**src/rtl/mfm_sync_deserializer_pkg.sv**
```systemverilog
// Shared MFM definitions: sync mark, word/byte widths, alignment state and the
// raw-word to data-byte decode. Used by the separator, the deserializer and capture.
package mfm_sync_deserializer_pkg;

    localparam int MFM_W  = 16;
    localparam int DATA_W = 8;
    localparam int CNT_W  = 4;

    // 0xA1 with a missing clock bit; cannot occur in normally encoded data.
    localparam logic [MFM_W-1:0] SYNC_A1 = 16'h4489;

    typedef enum logic {
        ST_HUNT   = 1'b0,
        ST_LOCKED = 1'b1
    } mfm_state_t;

    // Data bits sit at the even positions of a raw MFM word; odd positions are clock bits.
    function automatic logic [DATA_W-1:0] mfm_decode(input logic [MFM_W-1:0] raw);
        logic [DATA_W-1:0] data;
        for (int i = 0; i < DATA_W; i++) begin
            data[i] = raw[2*i];
        end
        return data;
    endfunction

endpackage

```
**src/rtl/mfm_sync_deserializer_if.sv**
```systemverilog
// Bus between the data separator / capture side and the MFM deserializer.
// Handshake: there is no back-pressure. DATA_VALID, SYNC_FOUND and MFM_ERR are
// single-cycle strobes; RAW_WORD/DATA_OUT are stable from a DATA_VALID strobe
// until the next one, so a consumer must take the word in the strobe cycle or later.
interface mfm_sync_deserializer_if;
    import mfm_sync_deserializer_pkg::*;

    logic                  ENABLE;
    logic                  SHAPED_DATA;
    logic                  DWIN;
    logic [MFM_W-1:0]      RAW_WORD;
    logic [DATA_W-1:0]     DATA_OUT;
    logic                  DATA_VALID;
    logic                  SYNC_FOUND;
    logic                  LOCKED;
    logic                  MFM_ERR;
    mfm_state_t            STATE_DBG;

    // Deserializer side.
    modport slave (
        input  ENABLE, SHAPED_DATA, DWIN,
        output RAW_WORD, DATA_OUT, DATA_VALID, SYNC_FOUND, LOCKED, MFM_ERR, STATE_DBG
    );

    // Separator / capture side.
    modport master (
        output ENABLE, SHAPED_DATA, DWIN,
        input  RAW_WORD, DATA_OUT, DATA_VALID, SYNC_FOUND, LOCKED, MFM_ERR, STATE_DBG
    );

endinterface

```
**src/rtl/mfm_sync_deserializer_bit_sampler.sv**
```systemverilog
// Turns separator pulses and the DWIN window into one raw MFM bit per bit cell.
// A cell ends on any DWIN toggle; a pulse in the closing cycle still belongs to it.
module mfm_sync_deserializer_bit_sampler (
    input  logic clk,
    input  logic rst,
    input  logic enable,
    input  logic shaped_data,
    input  logic dwin,
    output logic window_end,
    output logic new_bit
);

    logic dwin_q, dwin_d;
    logic pulse_seen_q, pulse_seen_d;

    assign window_end = (dwin != dwin_q);
    assign new_bit    = pulse_seen_q | shaped_data;

    // DWIN is tracked even while disabled so re-enabling cannot fake a cell boundary.
    always_comb begin
        dwin_d       = dwin;
        pulse_seen_d = pulse_seen_q;
        if (!enable || window_end) begin
            pulse_seen_d = 1'b0;
        end else if (shaped_data) begin
            pulse_seen_d = 1'b1;
        end
    end

    // Window edge and pulse-latch registers.
    always_ff @(posedge clk) begin
        if (rst) begin
            dwin_q       <= 1'b0;
            pulse_seen_q <= 1'b0;
        end else begin
            dwin_q       <= dwin_d;
            pulse_seen_q <= pulse_seen_d;
        end
    end

endmodule

```
**src/rtl/mfm_sync_deserializer.sv**
```systemverilog
// MFM sync-hunting deserializer: shifts raw bits, locks on SYNC_WORD and emits
// aligned 16-bit raw words with their decoded data byte.
// Optional build macro MFM_ERRCHK_EN: flags coding violations while locked and
// drops lock after three violations without an intervening sync mark.
module mfm_sync_deserializer
    import mfm_sync_deserializer_pkg::*;
#(
    parameter logic [MFM_W-1:0] SYNC_WORD = SYNC_A1
) (
    input  logic                       MASTER_CLK,
    input  logic                       RESET,
    mfm_sync_deserializer_if.slave     bus
);

    logic window_end;
    logic new_bit;

    mfm_sync_deserializer_bit_sampler u_sampler (
        .clk         (MASTER_CLK),
        .rst         (RESET),
        .enable      (bus.ENABLE),
        .shaped_data (bus.SHAPED_DATA),
        .dwin        (bus.DWIN),
        .window_end  (window_end),
        .new_bit     (new_bit)
    );

    mfm_state_t         state_q, state_d;
    logic [MFM_W-1:0]   shift_q, shift_d;
    logic [CNT_W-1:0]   bit_cnt_q, bit_cnt_d;
    logic [MFM_W-1:0]   raw_word_q, raw_word_d;
    logic [DATA_W-1:0]  data_out_q, data_out_d;
    logic               data_valid_q, data_valid_d;
    logic               sync_found_q, sync_found_d;
    logic [MFM_W-1:0]   shift_next;
    logic               sync_match;

`ifdef MFM_ERRCHK_EN
    logic               mfm_err_q, mfm_err_d;
    logic [1:0]         err_cnt_q, err_cnt_d;
    logic               code_err;
    // Adjacent ones, or a fourth zero in a row, cannot appear in valid MFM.
    assign code_err = (shift_next[1:0] == 2'b11) || (shift_next[3:0] == 4'b0000);
`endif

    // Sync is judged on the value the shift register is about to take.
    assign shift_next = {shift_q[MFM_W-2:0], new_bit};
    assign sync_match = (shift_next == SYNC_WORD);

    // Alignment FSM, word assembly and strobe generation.
    always_comb begin
        state_d      = state_q;
        shift_d      = shift_q;
        bit_cnt_d    = bit_cnt_q;
        raw_word_d   = raw_word_q;
        data_out_d   = data_out_q;
        data_valid_d = 1'b0;
        sync_found_d = 1'b0;
`ifdef MFM_ERRCHK_EN
        mfm_err_d    = 1'b0;
        err_cnt_d    = err_cnt_q;
`endif
        if (!bus.ENABLE) begin
            state_d   = ST_HUNT;
            bit_cnt_d = '0;
`ifdef MFM_ERRCHK_EN
            err_cnt_d = '0;
`endif
        end else if (window_end) begin
            shift_d      = shift_next;
            sync_found_d = sync_match;
            case (state_q)
                ST_HUNT: begin
                    if (sync_match) begin
                        state_d   = ST_LOCKED;
                        bit_cnt_d = '0;
`ifdef MFM_ERRCHK_EN
                        err_cnt_d = '0;
`endif
                    end
                end
                ST_LOCKED: begin
                    // A sync mark re-aligns and wins over a word that ends on the same bit.
                    if (sync_match) begin
                        bit_cnt_d = '0;
`ifdef MFM_ERRCHK_EN
                        err_cnt_d = '0;
`endif
                    end else if (bit_cnt_q == CNT_W'(MFM_W - 1)) begin
                        raw_word_d   = shift_next;
                        data_out_d   = mfm_decode(shift_next);
                        data_valid_d = 1'b1;
                        bit_cnt_d    = '0;
                    end else begin
                        bit_cnt_d = bit_cnt_q + 1'b1;
                    end
`ifdef MFM_ERRCHK_EN
                    if (!sync_match && code_err) begin
                        mfm_err_d = 1'b1;
                        if (err_cnt_q == 2'd2) begin
                            // Lock is lost: discard whatever word was finishing.
                            state_d      = ST_HUNT;
                            bit_cnt_d    = '0;
                            err_cnt_d    = '0;
                            raw_word_d   = raw_word_q;
                            data_out_d   = data_out_q;
                            data_valid_d = 1'b0;
                        end else begin
                            err_cnt_d = err_cnt_q + 1'b1;
                        end
                    end
`endif
                end
                default: state_d = ST_HUNT;
            endcase
        end
    end

    // State and output registers.
    always_ff @(posedge MASTER_CLK) begin
        if (RESET) begin
            state_q      <= ST_HUNT;
            shift_q      <= '0;
            bit_cnt_q    <= '0;
            raw_word_q   <= '0;
            data_out_q   <= '0;
            data_valid_q <= 1'b0;
            sync_found_q <= 1'b0;
`ifdef MFM_ERRCHK_EN
            mfm_err_q    <= 1'b0;
            err_cnt_q    <= '0;
`endif
        end else begin
            state_q      <= state_d;
            shift_q      <= shift_d;
            bit_cnt_q    <= bit_cnt_d;
            raw_word_q   <= raw_word_d;
            data_out_q   <= data_out_d;
            data_valid_q <= data_valid_d;
            sync_found_q <= sync_found_d;
`ifdef MFM_ERRCHK_EN
            mfm_err_q    <= mfm_err_d;
            err_cnt_q    <= err_cnt_d;
`endif
        end
    end

    assign bus.RAW_WORD   = raw_word_q;
    assign bus.DATA_OUT   = data_out_q;
    assign bus.DATA_VALID = data_valid_q;
    assign bus.SYNC_FOUND = sync_found_q;
    assign bus.LOCKED     = (state_q == ST_LOCKED);
    assign bus.STATE_DBG  = state_q;
`ifdef MFM_ERRCHK_EN
    assign bus.MFM_ERR    = mfm_err_q;
`else
    assign bus.MFM_ERR    = 1'b0;
`endif

endmodule
```
**src/flat_wrapper.sv**
```systemverilog
// flat-port wrapper written by rule: the top's interface ports become plain ports
module mfm_sync_deserializer_flat import mfm_sync_deserializer_pkg::*;
#(
    parameter logic [MFM_W-1:0] SYNC_WORD = SYNC_A1
)
  (MASTER_CLK, RESET, bus_ENABLE, bus_SHAPED_DATA, bus_DWIN, bus_RAW_WORD, bus_DATA_OUT, bus_DATA_VALID, bus_SYNC_FOUND, bus_LOCKED, bus_MFM_ERR, bus_STATE_DBG);
  mfm_sync_deserializer_if bus_i ();
  input  logic MASTER_CLK;
  input  logic RESET;
  input wire logic [$bits(bus_i.ENABLE)-1:0] bus_ENABLE;
  input wire logic [$bits(bus_i.SHAPED_DATA)-1:0] bus_SHAPED_DATA;
  input wire logic [$bits(bus_i.DWIN)-1:0] bus_DWIN;
  output wire logic [$bits(bus_i.RAW_WORD)-1:0] bus_RAW_WORD;
  output wire logic [$bits(bus_i.DATA_OUT)-1:0] bus_DATA_OUT;
  output wire logic [$bits(bus_i.DATA_VALID)-1:0] bus_DATA_VALID;
  output wire logic [$bits(bus_i.SYNC_FOUND)-1:0] bus_SYNC_FOUND;
  output wire logic [$bits(bus_i.LOCKED)-1:0] bus_LOCKED;
  output wire logic [$bits(bus_i.MFM_ERR)-1:0] bus_MFM_ERR;
  output wire logic [$bits(bus_i.STATE_DBG)-1:0] bus_STATE_DBG;
  assign bus_i.ENABLE = bus_ENABLE;
  assign bus_i.SHAPED_DATA = bus_SHAPED_DATA;
  assign bus_i.DWIN = bus_DWIN;
  assign bus_RAW_WORD = bus_i.RAW_WORD;
  assign bus_DATA_OUT = bus_i.DATA_OUT;
  assign bus_DATA_VALID = bus_i.DATA_VALID;
  assign bus_SYNC_FOUND = bus_i.SYNC_FOUND;
  assign bus_LOCKED = bus_i.LOCKED;
  assign bus_MFM_ERR = bus_i.MFM_ERR;
  assign bus_STATE_DBG = bus_i.STATE_DBG;
  mfm_sync_deserializer #(.SYNC_WORD(SYNC_WORD)) u_core (.MASTER_CLK(MASTER_CLK), .RESET(RESET), .bus(bus_i));
endmodule
```
**config.mk**
```make
export PLATFORM = sky130hd
export DESIGN_NAME = mfm_sync_deserializer_flat
export DESIGN_NICKNAME = d
export VERILOG_FILES = /design/src/rtl/mfm_sync_deserializer_pkg.sv /design/src/rtl/mfm_sync_deserializer_if.sv /design/src/rtl/mfm_sync_deserializer_bit_sampler.sv /design/src/rtl/mfm_sync_deserializer.sv /design/src/flat_wrapper.sv
export SDC_FILE = /design/constraint.sdc
export NUM_CORES = 1
export LEC_CHECK = 0
export ABC_CLOCK_PERIOD_IN_PS = 4980
export CAP_MARGIN = 15
export CORE_MARGIN = 2
export CORE_UTILIZATION = 55
export CTS_CLUSTER_SIZE = 12
export DETAILED_ROUTE_END_ITERATION = 12
export PLACE_DENSITY = 0.84
export SETUP_SLACK_MARGIN = 0.5
export SYNTH_ARGS = -nofsm -noshare
export SYNTH_HDL_FRONTEND = slang
export SYNTH_HIERARCHICAL = 1
export SYNTH_SLANG_ARGS = --single-unit
```
**constraint.sdc**
```tcl
create_clock -name MASTER_CLK -period 4.98 [get_ports MASTER_CLK]
set_input_delay 1.245 -clock MASTER_CLK [delete_from_list [all_inputs] [get_ports MASTER_CLK]]
set_output_delay 1.245 -clock MASTER_CLK [all_outputs]
set_load 0.05 [all_outputs]
```
# Word level (Yosys, flattened, before mapping)
# Cells that the tools add are included.
# Widths: inputs -> output; s select.
[classes]
n_reduce_logical = 9
eq_ne = 4
bitwise = 5
addsub = 1
mux = 7
[ops]
columns = ["cell", "n"]
rows = [
  ["$eq 16x15->1 const B", 1],
  ["$mux 4", 3],
  ["$pmux 4 s2", 1],
  ["$reduce_and 5->1", 1],
  ["$reduce_or 5->1", 1],
  ["$add 4x1->4 const B", 1],
  ["$eq 4x4->1 const B", 1],
  ["$not 1->1", 4],
  ["$reduce_and 2->1", 2],
  ["$reduce_or 2->1", 2],
  ["$mux 1", 3],
  ["$reduce_or 3->1", 1],
  ["$ne 2x1->1 const B", 1],
  ["$logic_not 1->1", 1],
  ["$logic_or 1x1->1", 1],
  ["$ne 1x1->1", 1],
  ["$or 1x1->1", 1],
]
[totals]
output_inout_bits = 29
ff_bits = 48

# Logic depth before layout (Yosys ltp)
# Gate-level depths: netlist (run 1).
[logic_depth]
ltp_word = 4
ltp_mapped = 7
depth_no_buf = 5

# Hierarchy
# The synthesis (run 1) kept the hierarchy.
[by_module_without_submodules]
columns = ["module", "instances", "area_per_inst_um2", "cells_each"]
rows = [
  ["mfm_sync_deserializer", 1, 1735.4, 191],
  ["mfm_sync_deserializer_bit_sampler", 1, 71.3, 6],
]

# Least setup slack after synthesis (run 1)
# No wires, ideal clock.
[synth_timing]
kind = "input port to flip-flop"
startpoint = "input port bus_SHAPED_DATA"
endpoint = "register u_core.raw_word_q[10], in the netlist u_core/bus.RAW_WORD[10]"
setup_time_ns = 0.072
path_slack_ns = 2.464
cell_stages = 7
n_path_buf = 2
arrival_ns = 2.444
path_cell_list = "or2_2 -> nor4b_4 -> nand4_2 -> nor3b_2 -> buf_6 -> buf_12 -> mux2i_1"
[synth_between]
elab_chain_cells = 4
[synth_lines]
columns = ["item", "line_no", "rtl"]
rows = [
  ["start, declared", "flat_wrapper.sv:11", "input wire logic [$bits(bus_i.SHAPED_DATA)-1:0] bus_SHAPED_DATA;"],
  ["$or 1x1->1", "mfm_sync_deserializer_bit_sampler.sv:17", "assign new_bit = pulse_seen_q | shaped_data;"],
  ["$eq 16x15->1", "mfm_sync_deserializer.sv:48", "assign sync_match = (shift_next == SYNC_WORD);"],
  ["$not 1->1 (no source line)", "n/a", ""],
  ["$reduce_and 5->1 (no source line)", "n/a", ""],
  ["end signal, assigned", "mfm_sync_deserializer.sv:137", "raw_word_q <= raw_word_d;"],
  ["end, declared", "mfm_sync_deserializer.sv:31", "logic [MFM_W-1:0] raw_word_q, raw_word_d;"],
]
# Every way passes these cells.
# A chain may end at the register's enable or synchronous reset.

# Final worst setup path (run 1)
[layout_timing]
startpoint = "input port bus_DWIN"
endpoint = "register u_core.raw_word_q[11], in the netlist u_core/bus.RAW_WORD[11]"
[layout_between]
elab_chain_cells = 2
[layout_lines]
columns = ["item", "line_no", "rtl"]
rows = [
  ["start, declared", "flat_wrapper.sv:12", "input wire logic [$bits(bus_i.DWIN)-1:0] bus_DWIN;"],
  ["$ne 1x1->1", "mfm_sync_deserializer_bit_sampler.sv:16", "assign window_end = (dwin != dwin_q);"],
  ["named net u_core.window_end", "mfm_sync_deserializer.sv:15", "logic window_end;"],
  ["$reduce_and 5->1 (no source line)", "n/a", ""],
]
# The timed path passes the listed nets, and every way through them passes these cells.

==> results of run 1 <==
[cell usage after synthesis, drive strengths merged]
| cell type | number |
|---|---|
| nor4bb | 1 |
| a311oi | 1 |
| a21o | 1 |
| nor2b | 3 |
| nand3b | 2 |
| ha | 1 |
| xor2 | 1 |
| inv | 1 |
| or2b | 2 |
| nand2 | 37 |
| o21ba | 1 |
| o21ai | 2 |
| mux2i | 16 |
| and4bb | 1 |
| nand2b | 31 |
| a21oi | 17 |
| a31oi | 4 |
| nor2 | 1 |
| and2 | 2 |
| conb | 1 |
| buf | 12 |
| or2 | 1 |
| clkbuf | 8 |
| nor4b | 3 |
| dfxtp | 40 |
| nor3b | 1 |
| nand4 | 4 |
| nor3 | 2 |
[routing by layer]
metal  up-vias  track usage [%]
li1        689                -
met1       617             23.5
met2        28             31.3
met3         5             6.93
met4         0             8.39
met5         -                0
[kinds of logic (layout without fill, tap and decap cells)]
| logic type | Yosys count | count (layout) | synth area share, % |
|---|---|---|---|
| AO/OA/AOI/OAI | 26 | 26 | 8.10 |
| XOR/XNOR | 1 | 1 | 0.485 |
| adder cells (fa/ha/maj) | 1 | 1 | 0.692 |
| buffers and inverters | 21 | 43 | 7.76 |
| flip-flops | 40 | 40 | 44.3 |
| multiplexers | 16 | 16 | 8.86 |
| other | 1 | 1 | 0.208 |
| AND/OR/NAND/NOR | 91 | 91 | 29.6 |
[worst paths after layout]
path / startpoint / end / cells after the start
worst min register to register: u_core/shift_q[14] / u_core/shift_q[14] / 2
worst max register to register: u_core/u_sampler/pulse_seen_q / u_core/bus.RAW_WORD[11] / 6
worst min-delay path: u_core/shift_q[14] / u_core/shift_q[14] / 2
worst max-delay path: bus_DWIN / u_core/bus.RAW_WORD[11] / 6
[sequential cells by signal, summed over array words and instances (netlist names)]
name / cells
u_core/u_sampler/dwin_q: 1
u_core/bus.SYNC_FOUND: 1
u_core/bus.RAW_WORD: 16
u_core/bus.LOCKED: 1
u_core/bus.DATA_VALID: 1
u_core/shift_q: 15
u_core/u_sampler/pulse_seen_q: 1
u_core/bit_cnt_q: 4
[worst max-delay path, delay by kind of cell]
kind                      cells  cell delay, ps
xor gates and xnor gates      1             400
buffers and inverters         2             840
muxes                         1             230
and+or+nand+nor               2             730
[cell type report]
type / instances / area, µm² / share of cell area, %
clock buffer: 6 / 51.3 / 2.42
timing repair buffer: 34 / 335 / 15.8
tap: 44 / 55.1 / 2.59
multi-input combinational: 136 / 866 / 40.8
clock inverter: 2 / 10.0 / 0.472
inverter: 1 / 3.75 / 0.177
sequential: 40 / 801 / 37.7
[placed cells by master, fill, tap and decap left out]
cell type / count
nor2b_1: 3
a31oi_1: 4
a311oi_1: 1
clkinv_2: 2
a21o_1: 1
clkdlybuf4s50_1: 32
nor4bb_1: 1
nor3_1: 2
o21ai_0: 2
and4bb_2: 1
a21oi_1: 17
nor2_1: 1
xor2_1: 1
nor4b_4: 1
buf_4: 2
nand4_2: 1
or2_2: 1
nand2b_1: 31
or2b_1: 2
nand4_1: 3
nor4b_2: 2
nand2_1: 37
inv_1: 1
nand3b_1: 2
conb_1: 1
clkbuf_4: 5
ha_1: 1
nor3b_2: 1
dfxtp_1: 40
clkbuf_8: 1
o21ba_2: 1
mux2i_1: 16
and2_1: 2
[power breakdown]
group | switching (mW) | total (mW) | internal, mW
logic | 0.0177 | 0.0288 | 0.0112
clock network | 0.103 | 0.170 | 0.0671
registers | 0.00145 | 0.323 | 0.321
==> metrics.yaml, run 1 <==
global_route:
  track_usage_pct: 19.4
  grt_start_max_net_pins: 52
  antenna_found_initial: 0
  grt-ovfl-total: 0
  grt_pass1_wl_um: 5200
  grt_pass1_vias: 1165
place:
  hpwl_um: 2240
  port_buffers: 32
  dp_cells: 255
  gp_congestion: 0.800
  place_area_um2: 2060
  pre_cts_ws_ps: 1440
worst_setup_path:
  critPathArrivalTime_ps: 3470
  worstSetupPathType: "primary input to flip-flop"
  start_kind: "primary input"
  crit_slowest_cell: "nor3b_2"
  crit_required_ps: 5270
  r2r_setup_slack_ps: 2800
  critPathCaptureType: "flip-flop"
  slowest_delay_ps: 570
  critPathMaxFanout: 11
  worstPathCellList: "clkdlybuf4s50_1 > xor2_1 > nand2_1 > nor3b_2 > buf_4 > mux2i_1"
logic_synthesis:
  synthDistinctLibCells: 32
  ys_ff_latch: 40
  ys_seq_area_share_pct: 44.3
  avgSynthCellArea_um2: 9.17
  yosysTopAreaCellShare_pct: 44.3
  synth_area_leaders: "dfxtp_1 44%, nand2b_1 11%, mux2i_1 8.9%"
  syn_area_um2: 1810
  ys.warnings.count: 6
  yosys.area.top_type: "dfxtp_1"
  synthCells: 197
  syn_nets: 203
final_layout:
  syn_to_final_growth_pct: 17.5
  stdcell_count: 263
  fin_util_pct: 68.9
  diodes: 0
  fillers: 253
  drive_gt1_share_pct: 8.22
  nets: 224
  design_area_um2: 2120
route:
  drtIter0Drc: 52
  ant_nets: 0
  num_vias: 1339
  wl_per_cell_um: 12.3
  topRoutingLayerUsed: "met4"
  route.met3.wl_um: 157
  vias_per_cell: 5.09
  dr.pass1.iters: 4
  wl_met1_um: 1540
  dr_wl_met2_um: 1490
  drc: 0
  drt-total-wl_um: 3250
clock_tree:
  clk_latency_ps: 360
  cts_made_buffers: 5
  cts_num_sinks: 40
  ctsResizeCount: 0
  htreeDepth: 2
  holdBufCountCts: 0
  clk_pin_slew_ps: 110
  cts_tree: "built"
  post_cts_buffers: 0
  cts_buffer_depth: 2
  root_buffer: "clkbuf_4"
sta:
  min_period_ps: 3180
  clock_skew_ps: 7.73
  setup_tns_ps: 0
  whs_ps: 475
  clock.fmax_ghz: 0.314
  min_period_over_period_pct: 63.9
  slew_viol_final: 0
  worstMarginPinSlew_ps: 627
  setup_slack_ps: 1800
  relSlewSlack_pct: 58.0
  setup_violations: 0
  hold_viol_final: 0
  rsz0062_at_grt: "false"
power_and_ir_drop:
  p_leak_nw: 0.697
  powerDensity_nw_per_um2: 246
  design_power_total_mw: 0.521
  peakVddDrop_v: 0.000154
die:
  rows: 20
  die_y_um: 61.3
  start_util_pct: 58.7
  die_w_um: 61.3
  io_pins: 34
  core-area_um2: 3080
  die_area_um2: 3760
job:
  cap_violations: 0
hold_path:
  hold_path_class: "flip-flop to flip-flop"
outcome:
  status: "completed"
No activity file was read; power rests on OpenSTA's default activity.
==> inputs of run 2 (changes only) <==
--- a/config.mk
+++ b/config.mk
@@ -5,13 +5,13 @@
 export SDC_FILE = /design/constraint.sdc
 export NUM_CORES = 1
 export LEC_CHECK = 0
-export ABC_CLOCK_PERIOD_IN_PS = 4980
+export ABC_CLOCK_PERIOD_IN_PS = 2900
 export CAP_MARGIN = 15
 export CORE_MARGIN = 2
-export CORE_UTILIZATION = 55
+export CORE_UTILIZATION = 46
 export CTS_CLUSTER_SIZE = 12
 export DETAILED_ROUTE_END_ITERATION = 12
-export PLACE_DENSITY = 0.84
+export PLACE_DENSITY = 0.75
 export SETUP_SLACK_MARGIN = 0.5
 export SYNTH_ARGS = -nofsm -noshare
 export SYNTH_HDL_FRONTEND = slang
==> constraint.sdc (replaced) <==
create_clock -name MASTER_CLK -period 2.9 [get_ports MASTER_CLK]
set_input_delay 0.725 -clock MASTER_CLK [delete_from_list [all_inputs] [get_ports MASTER_CLK]]
set_output_delay 0.725 -clock MASTER_CLK [all_outputs]
set_load 0.05 [all_outputs]
==> run 2 against run 1 <==
  * Critical path depth up 1
  * First-iteration DRC count increased by 58%
  * Largest power group unchanged
  * Combinational power up 85%
  * Via count down 3.1%
  * Register-to-register slack lost 1700 ps
  * Utilization fell by 11 points
  * Clock skew down 1.4 ps
  * Highest routed layer unchanged
  * Final cell count is 1.5% higher
  * Setup slack lost 1200 ps
  * Sequential power rose by 72%
  * Global-route usage fell by 3.7 points
  * Critical path type unchanged
  * Total power grew 82%
==> metrics.yaml, run 2 (same netlist as run 1, synthesis figures left out) <==
outcome:
  status: "completed"
final_layout:
  drive_gt1_share_pct: 8.68  # +0.46 points
  largest_reg_flops: 16  # unchanged
  final_cell_mix: "40 x dfxtp_1, 37 x nand2_1, 31 x nand2b_1"
  nets: 225  # +0.45%
  syn_to_final_growth_pct: 19.8
  layout_commonest_cell: "dfxtp_1"
  diodes: 0  # unchanged
die:
  die_w_um: 66.7  # +8.7%
  die_y_um: 66.7  # +8.7%
  core-area_um2: 3720  # +21%
  die_area_um2: 4440  # +18%
  start_util_pct: 48.6  # -10 points
  rows: 22  # +10%
  io_pins: 34  # unchanged
power_and_ir_drop:
  peakVddDrop_v: 0.000340  # +120%
  swShare_pct: 22.4  # -1.0 points
  p_leak_nw: 0.744  # +6.7%
  internal_power_mw: 0.736  # +84%
  total_switching_power_mw: 0.212  # +74%
  clockPowerShare_pct: 36.0  # +3.4 points
  p_seq_share_pct: 58.4  # -3.5 points
  p_comb_share_pct: 5.6  # about the same
  powerDensity_nw_per_um2: 438  # +78%
place:
  hpwl_um: 2050  # -8.4%
  gp_congestion: 0.778  # -2.7%
  pre_cts_ws_ps: 328  # -1110 ps
  port_buffers: 32  # unchanged
clock_tree:
  cts_buffer_depth: 2  # unchanged
  cts_num_sinks: 40  # unchanged
  htreeDepth: 2  # unchanged
  root_buffer: "clkbuf_8"
  cts_made_buffers: 5  # unchanged
  clk_latency_ps: 290  # -70 ps
  clk_pin_slew_ps: 70  # -40 ps
  cts_tree: "built"
sta:
  clock_skew_ps: 6.36  # -1.38 ps
  setup_tns_ps: 0  # unchanged
  hold_viol_final: 0  # unchanged
  setup_slack_ps: 625  # -1170 ps
  clock.fmax_ghz: 0.440
  rsz0062_at_grt: "false"
  relSlewSlack_pct: 66.2  # +8.2 points
  min_period_ps: 2270
  slew_viol_final: 0  # unchanged
  min_period_over_period_pct: 78.4
  worstMarginPinSlew_ps: 506  # -121 ps
  setup_violations: 0  # unchanged
route:
  drtIter0Drc: 82  # +58%
  drt-total-wl_um: 3080  # -5.3%
  num_vias: 1297  # -3.1%
  dr.pass1.iters: 4  # unchanged
  ant_nets: 0  # unchanged
  wl_per_cell_um: 11.5  # -6.7%
  drc: 0  # unchanged
  vias_per_cell: 4.86  # -4.6%
global_route:
  grt-ovfl-total: 0  # unchanged
  track_usage_pct: 15.7  # -3.7 points
  antenna_found_initial: 0  # unchanged
  grt_pass1_vias: 1177  # +1.0%
  grt_start_max_net_pins: 51  # -1.9%
  grt_pass1_wl_um: 5230  # +0.54%
worst_setup_path:
  crit_required_ps: 3120  # -2150 ps
  critPathArrivalTime_ps: 2490  # -980 ps
  worstSetupPathType: "primary input to flip-flop"
  critPathMaxFanout: 17  # +6
  slowest_delay_ps: 390  # -180 ps
  crit_slowest_cell: "clkdlybuf4s50_1"
  critPathCaptureType: "flip-flop"
  start_kind: "primary input"
  path_delay_family: "simple AND/OR/NAND/NOR gates"
  worstPathCellList: "clkdlybuf4s50_1 > or2_2 > nor4b_4 > nand4_2 > nor3b_2 > buf_4 > mux2i_1"
  crit_buf_inv: 2  # unchanged
job:
  cap_violations: 0  # unchanged
hold_path:
  hold_path_class: "flip-flop to flip-flop"
-- run 2: cell types whose count changed in the layout (fill, tap and decap cells not counted), moves of 2 or more --
cell and change:
clkbuf_4 -5, clkbuf_8 +4, clkdlybuf4s50_1 -2, dlymetal6s2s_1 +2
-- run 2: layer usage --
layer  track usage [%]  vias up  share of wire [%]
li1                  -      684                  -
met1              20.5      583                 52
met2              23.0       26                 43
met3              5.74        4                3.7
met4              7.14        0                1.4
met5                 0        -                  0
-- run 2: through the flow --
step / instance area, µm² / hold slack (ps) / util [%] / power (mW) / std cells
floorplan: 1810 / 445 / - / 0.604 / 197
global placement: 2070 / 459 / 55.8 / 0.619 / 260
detailed placement: 2070 / 462 / 55.8 / 0.619 / 260
CTS: 2150 / 477 / 57.9 / 0.961 / 267
global route: 2160 / 493 / 58.2 / 0.989 / 267
finish: 2160 / 473 / 58.2 / 0.949 / 267
-- run 2: final cells by class --
type,count,area (µm²)
Clock buffer,6,72.6
Tap cell,48,60.1
Multi-Input combinational cell,136,875
Sequential cell,40,801
Inverter,1,3.75
Timing Repair Buffer,35,348
Clock inverter,1,5.00
Fill cell,338,1550
-- run 2: final timing paths --
kind / start / end / slack [ps] / cells after the start
setup / recovery: bus_SHAPED_DATA / u_core/bus.RAW_WORD[14] / 630 / 7
hold reg to reg: u_core/bus.RAW_WORD[5] / u_core/bus.RAW_WORD[5] / 470 / 2
setup reg to reg: u_core/u_sampler/pulse_seen_q / u_core/bus.RAW_WORD[14] / 1150 / 6
hold / removal: u_core/bus.RAW_WORD[5] / u_core/bus.RAW_WORD[5] / 470 / 2
-- run 2: what timing repair did --
item,CTS,global route
resized for setup,0,4
endpoints found under the setup margin,0,16
buffers inserted,0,0
hold buffers,0,0
-- run 2: worst min-delay path, cell delays in order, from the launching register on --
cell	delay (ps)
dfxtp_1	310
nand2b_1	60
mux2i_1	60
-- run 2: power groups by stage --
stage | registers, mW | logic [mW] | clock network [mW]
2_1_floorplan | 0.566 | 0.0384 | 0
3_3_place_gp | 0.567 | 0.0521 | 0
3_5_place_dp | 0.566 | 0.0522 | 0
4_1_cts | 0.554 | 0.0524 | 0.355
5_1_grt | 0.554 | 0.0589 | 0.376
6_report | 0.554 | 0.0534 | 0.341
==> inputs of run 3 (changes only) <==
--- a/config.mk
+++ b/config.mk
@@ -5,13 +5,13 @@
 export SDC_FILE = /design/constraint.sdc
 export NUM_CORES = 1
 export LEC_CHECK = 0
-export ABC_CLOCK_PERIOD_IN_PS = 2900
+export ABC_CLOCK_PERIOD_IN_PS = 2300
 export CAP_MARGIN = 15
 export CORE_MARGIN = 2
-export CORE_UTILIZATION = 46
+export CORE_UTILIZATION = 51
 export CTS_CLUSTER_SIZE = 12
 export DETAILED_ROUTE_END_ITERATION = 12
-export PLACE_DENSITY = 0.75
+export PLACE_DENSITY = 0.78
 export SETUP_SLACK_MARGIN = 0.5
 export SYNTH_ARGS = -nofsm -noshare
 export SYNTH_HDL_FRONTEND = slang
==> constraint.sdc (replaced) <==
create_clock -name MASTER_CLK -period 2.3 [get_ports MASTER_CLK]
set_input_delay 0.575 -clock MASTER_CLK [delete_from_list [all_inputs] [get_ports MASTER_CLK]]
set_output_delay 0.575 -clock MASTER_CLK [all_outputs]
set_load 0.05 [all_outputs]
==> run 3 against run 2 <==
  * Routed wire length grew 17%
  * Critical path depth shrank 2
  * Clock skew down 0.89 ps
  * Utilization rose by 6.6 points
  * Die area decreased by 9.2%
  * Cell area up 0.81%
  * Clock-buffer cell count stayed put
  * Non-clock buffer count is 9 higher
  * Final cell count up 2.6%
  * Largest power group unchanged
==> metrics.yaml, run 3 (same netlist as run 1, synthesis figures left out) <==
outcome:
  status: "completed"
route:
  ant_nets: 0  # unchanged
  wl_per_cell_um: 13.1  # +14%
  vias_per_cell: 5.20  # +7.1%
  drt-total-wl_um: 3600  # +17%
  num_vias: 1425  # +9.9%
  drtIter0Drc: 55  # -33%
  dr.pass1.iters: 4  # unchanged
  drc: 0  # unchanged
clock_tree:
  cts_buffer_depth: 2  # unchanged
  cts_made_buffers: 5  # unchanged
  clk_pin_slew_ps: 110  # +40 ps
  clk_latency_ps: 340  # +50 ps
  cts_tree: "built"
  root_buffer: "clkbuf_4"
  htreeDepth: 2  # unchanged
  cts_num_sinks: 40  # unchanged
place:
  hpwl_um: 2300  # +12%
  place_area_um2: 2110  # +1.7%
  gp_congestion: 0.735  # -5.5%
  port_buffers: 32  # unchanged
final_layout:
  nets: 234  # +4.0%
  diodes: 0  # unchanged
  drive_gt1_share_pct: 25.4  # +17 points
  layout_commonest_cell: "dfxtp_1"
  largest_reg_flops: 16  # unchanged
  final_cell_mix: "39 x dfxtp_1, 35 x nand2_1, 31 x nand2b_1"
  seq_area_um2: 802  # +0.16%
  syn_to_final_growth_pct: 20.8
  fillers: 315  # -6.8%
  design_area_um2: 2180  # +0.81%
  multi_input_area_um2: 892  # +2.0%
worst_setup_path:
  critPathCaptureType: "flip-flop"
  crit_required_ps: 2570  # -550 ps
  worstSetupPathType: "primary input to flip-flop"
  path_delay_family: "buffers and inverters"
  start_kind: "primary input"
  critPathMaxFanout: 5  # -12
  slowest_delay_ps: 570  # +180 ps
  critPathArrivalTime_ps: 2040  # -450 ps
  crit_slowest_cell: "clkdlybuf4s50_1"
  worstPathCellList: "clkdlybuf4s50_1 > nand4_1 > nor3b_4 > buf_4 > mux2i_1"
  crit_buf_inv: 2  # unchanged
sta:
  hold_viol_final: 0  # unchanged
  rsz0062_at_grt: "false"
  min_period_over_period_pct: 76.7
  clock_skew_ps: 5.47  # -0.892 ps
  min_period_ps: 1760
  setup_tns_ps: 0  # unchanged
  slew_viol_final: 0  # unchanged
  clock.fmax_ghz: 0.567
  setup_violations: 0  # unchanged
power_and_ir_drop:
  p_leak_nw: 0.790  # +6.2%
  peakVddDrop_v: 0.000260  # -23%
  powerDensity_nw_per_um2: 511  # +17%
global_route:
  grt_use_met2_pct: 29.1  # +6.1 points
  antenna_found_initial: 0  # unchanged
  grt-ovfl-total: 0  # unchanged
  busiest_layer: "met2"
  grt_pass1_wl_um: 5780  # +11%
  use_met3_pct: 5.00  # -0.74 points
  track_usage_pct: 18.0  # +2.3 points
  use_met1_pct: 21.8  # +1.2 points
  grt_start_max_net_pins: 50  # -2.0%
  grt_pass1_vias: 1305  # +11%
hold_path:
  hold_path_class: "flip-flop to flip-flop"
job:
  cap_violations: 0  # unchanged
die:
  die_w_um: 63.5  # -4.7%
  rows: 21  # -4.5%
  die_area_um2: 4030  # -9.2%
  die_y_um: 63.5  # -4.7%
  io_pins: 34  # unchanged
  start_util_pct: 53.7  # +5.1 points
  core-area_um2: 3360  # -9.5%
-- run 3: cell count changes in the layout (fill, tap and decap cells not counted), sizes merged --
cell | previous run | this run
clkbuf | 6 | 20
inv | 1 | 0
buf | 3 | 13
clkdlybuf4s15 | 0 | 12
clkdlybuf4s50 | 30 | 2
dlygate4sd2 | 0 | 1
clkinvlp | 0 | 1
-- run 3: power breakdown --
part,internal (mW),switching (mW)
sequential,0.696,0.00334
clock,0.113,0.216
combinational,0.0404,0.0466
total,0.849,0.266
-- run 3: area by class of cell --
type                       instances  area share, %
clock buffer                       6           1.89
clock inverter                     1          0.229
multi-input combinational        136           40.9
inverter                           1          0.344
timing repair buffer              44           17.3
tap                               46           2.64
sequential                        40           36.8
-- run 3: per-stage QoR --
step / utilization (%) / hold WS, ps / power, mW / setup WS (ps) / std cells
after detailed placement: 62.7 / 466 / 0.785 / 117 / 261
final: 64.9 / 483 / 1.11 / 537 / 274
after CTS: 64.2 / 485 / 1.11 / 278 / 268
after global placement: 62.7 / 458 / 0.784 / 182 / 261
after global routing: 64.9 / 515 / 1.17 / 463 / 274
after floorplan: - / 445 / 0.763 / 503 / 197
-- run 3: worst min-delay path: stages, from the launching register on --
cell,delay (ps)
dfxtp_1,340
nand2_1,60
a21oi_1,50
-- run 3: worst paths after layout --
| kind | start | to | slack [ps] | cells after the start |
|---|---|---|---|---|
| hold reg to reg | u_core/shift_q[14] | u_core/shift_q[14] | 480 | 2 |
| setup / recovery | bus_ENABLE | u_core/bus.RAW_WORD[9] | 540 | 5 |
| setup reg to reg | u_core/bit_cnt_q[0] | u_core/bus.RAW_WORD[9] | 670 | 5 |
| hold / removal | u_core/shift_q[14] | u_core/shift_q[14] | 480 | 2 |
-- run 3: metal layers --
layer	share of wire, %	vias to the layer above
met1	45	665
met2	47	43
met3	5.2	9
met4	2.1	0
li1	-	708
met5	0	-
-- run 3: timing repair --
action,4_1_cts,5_1_grt
endpoints found under the hold margin,0,0
pin swaps,0,4
resized for setup,64,33
endpoints found under the setup margin,32,48
cloned,0,1
hold buffers,0,0
buffers inserted,0,5
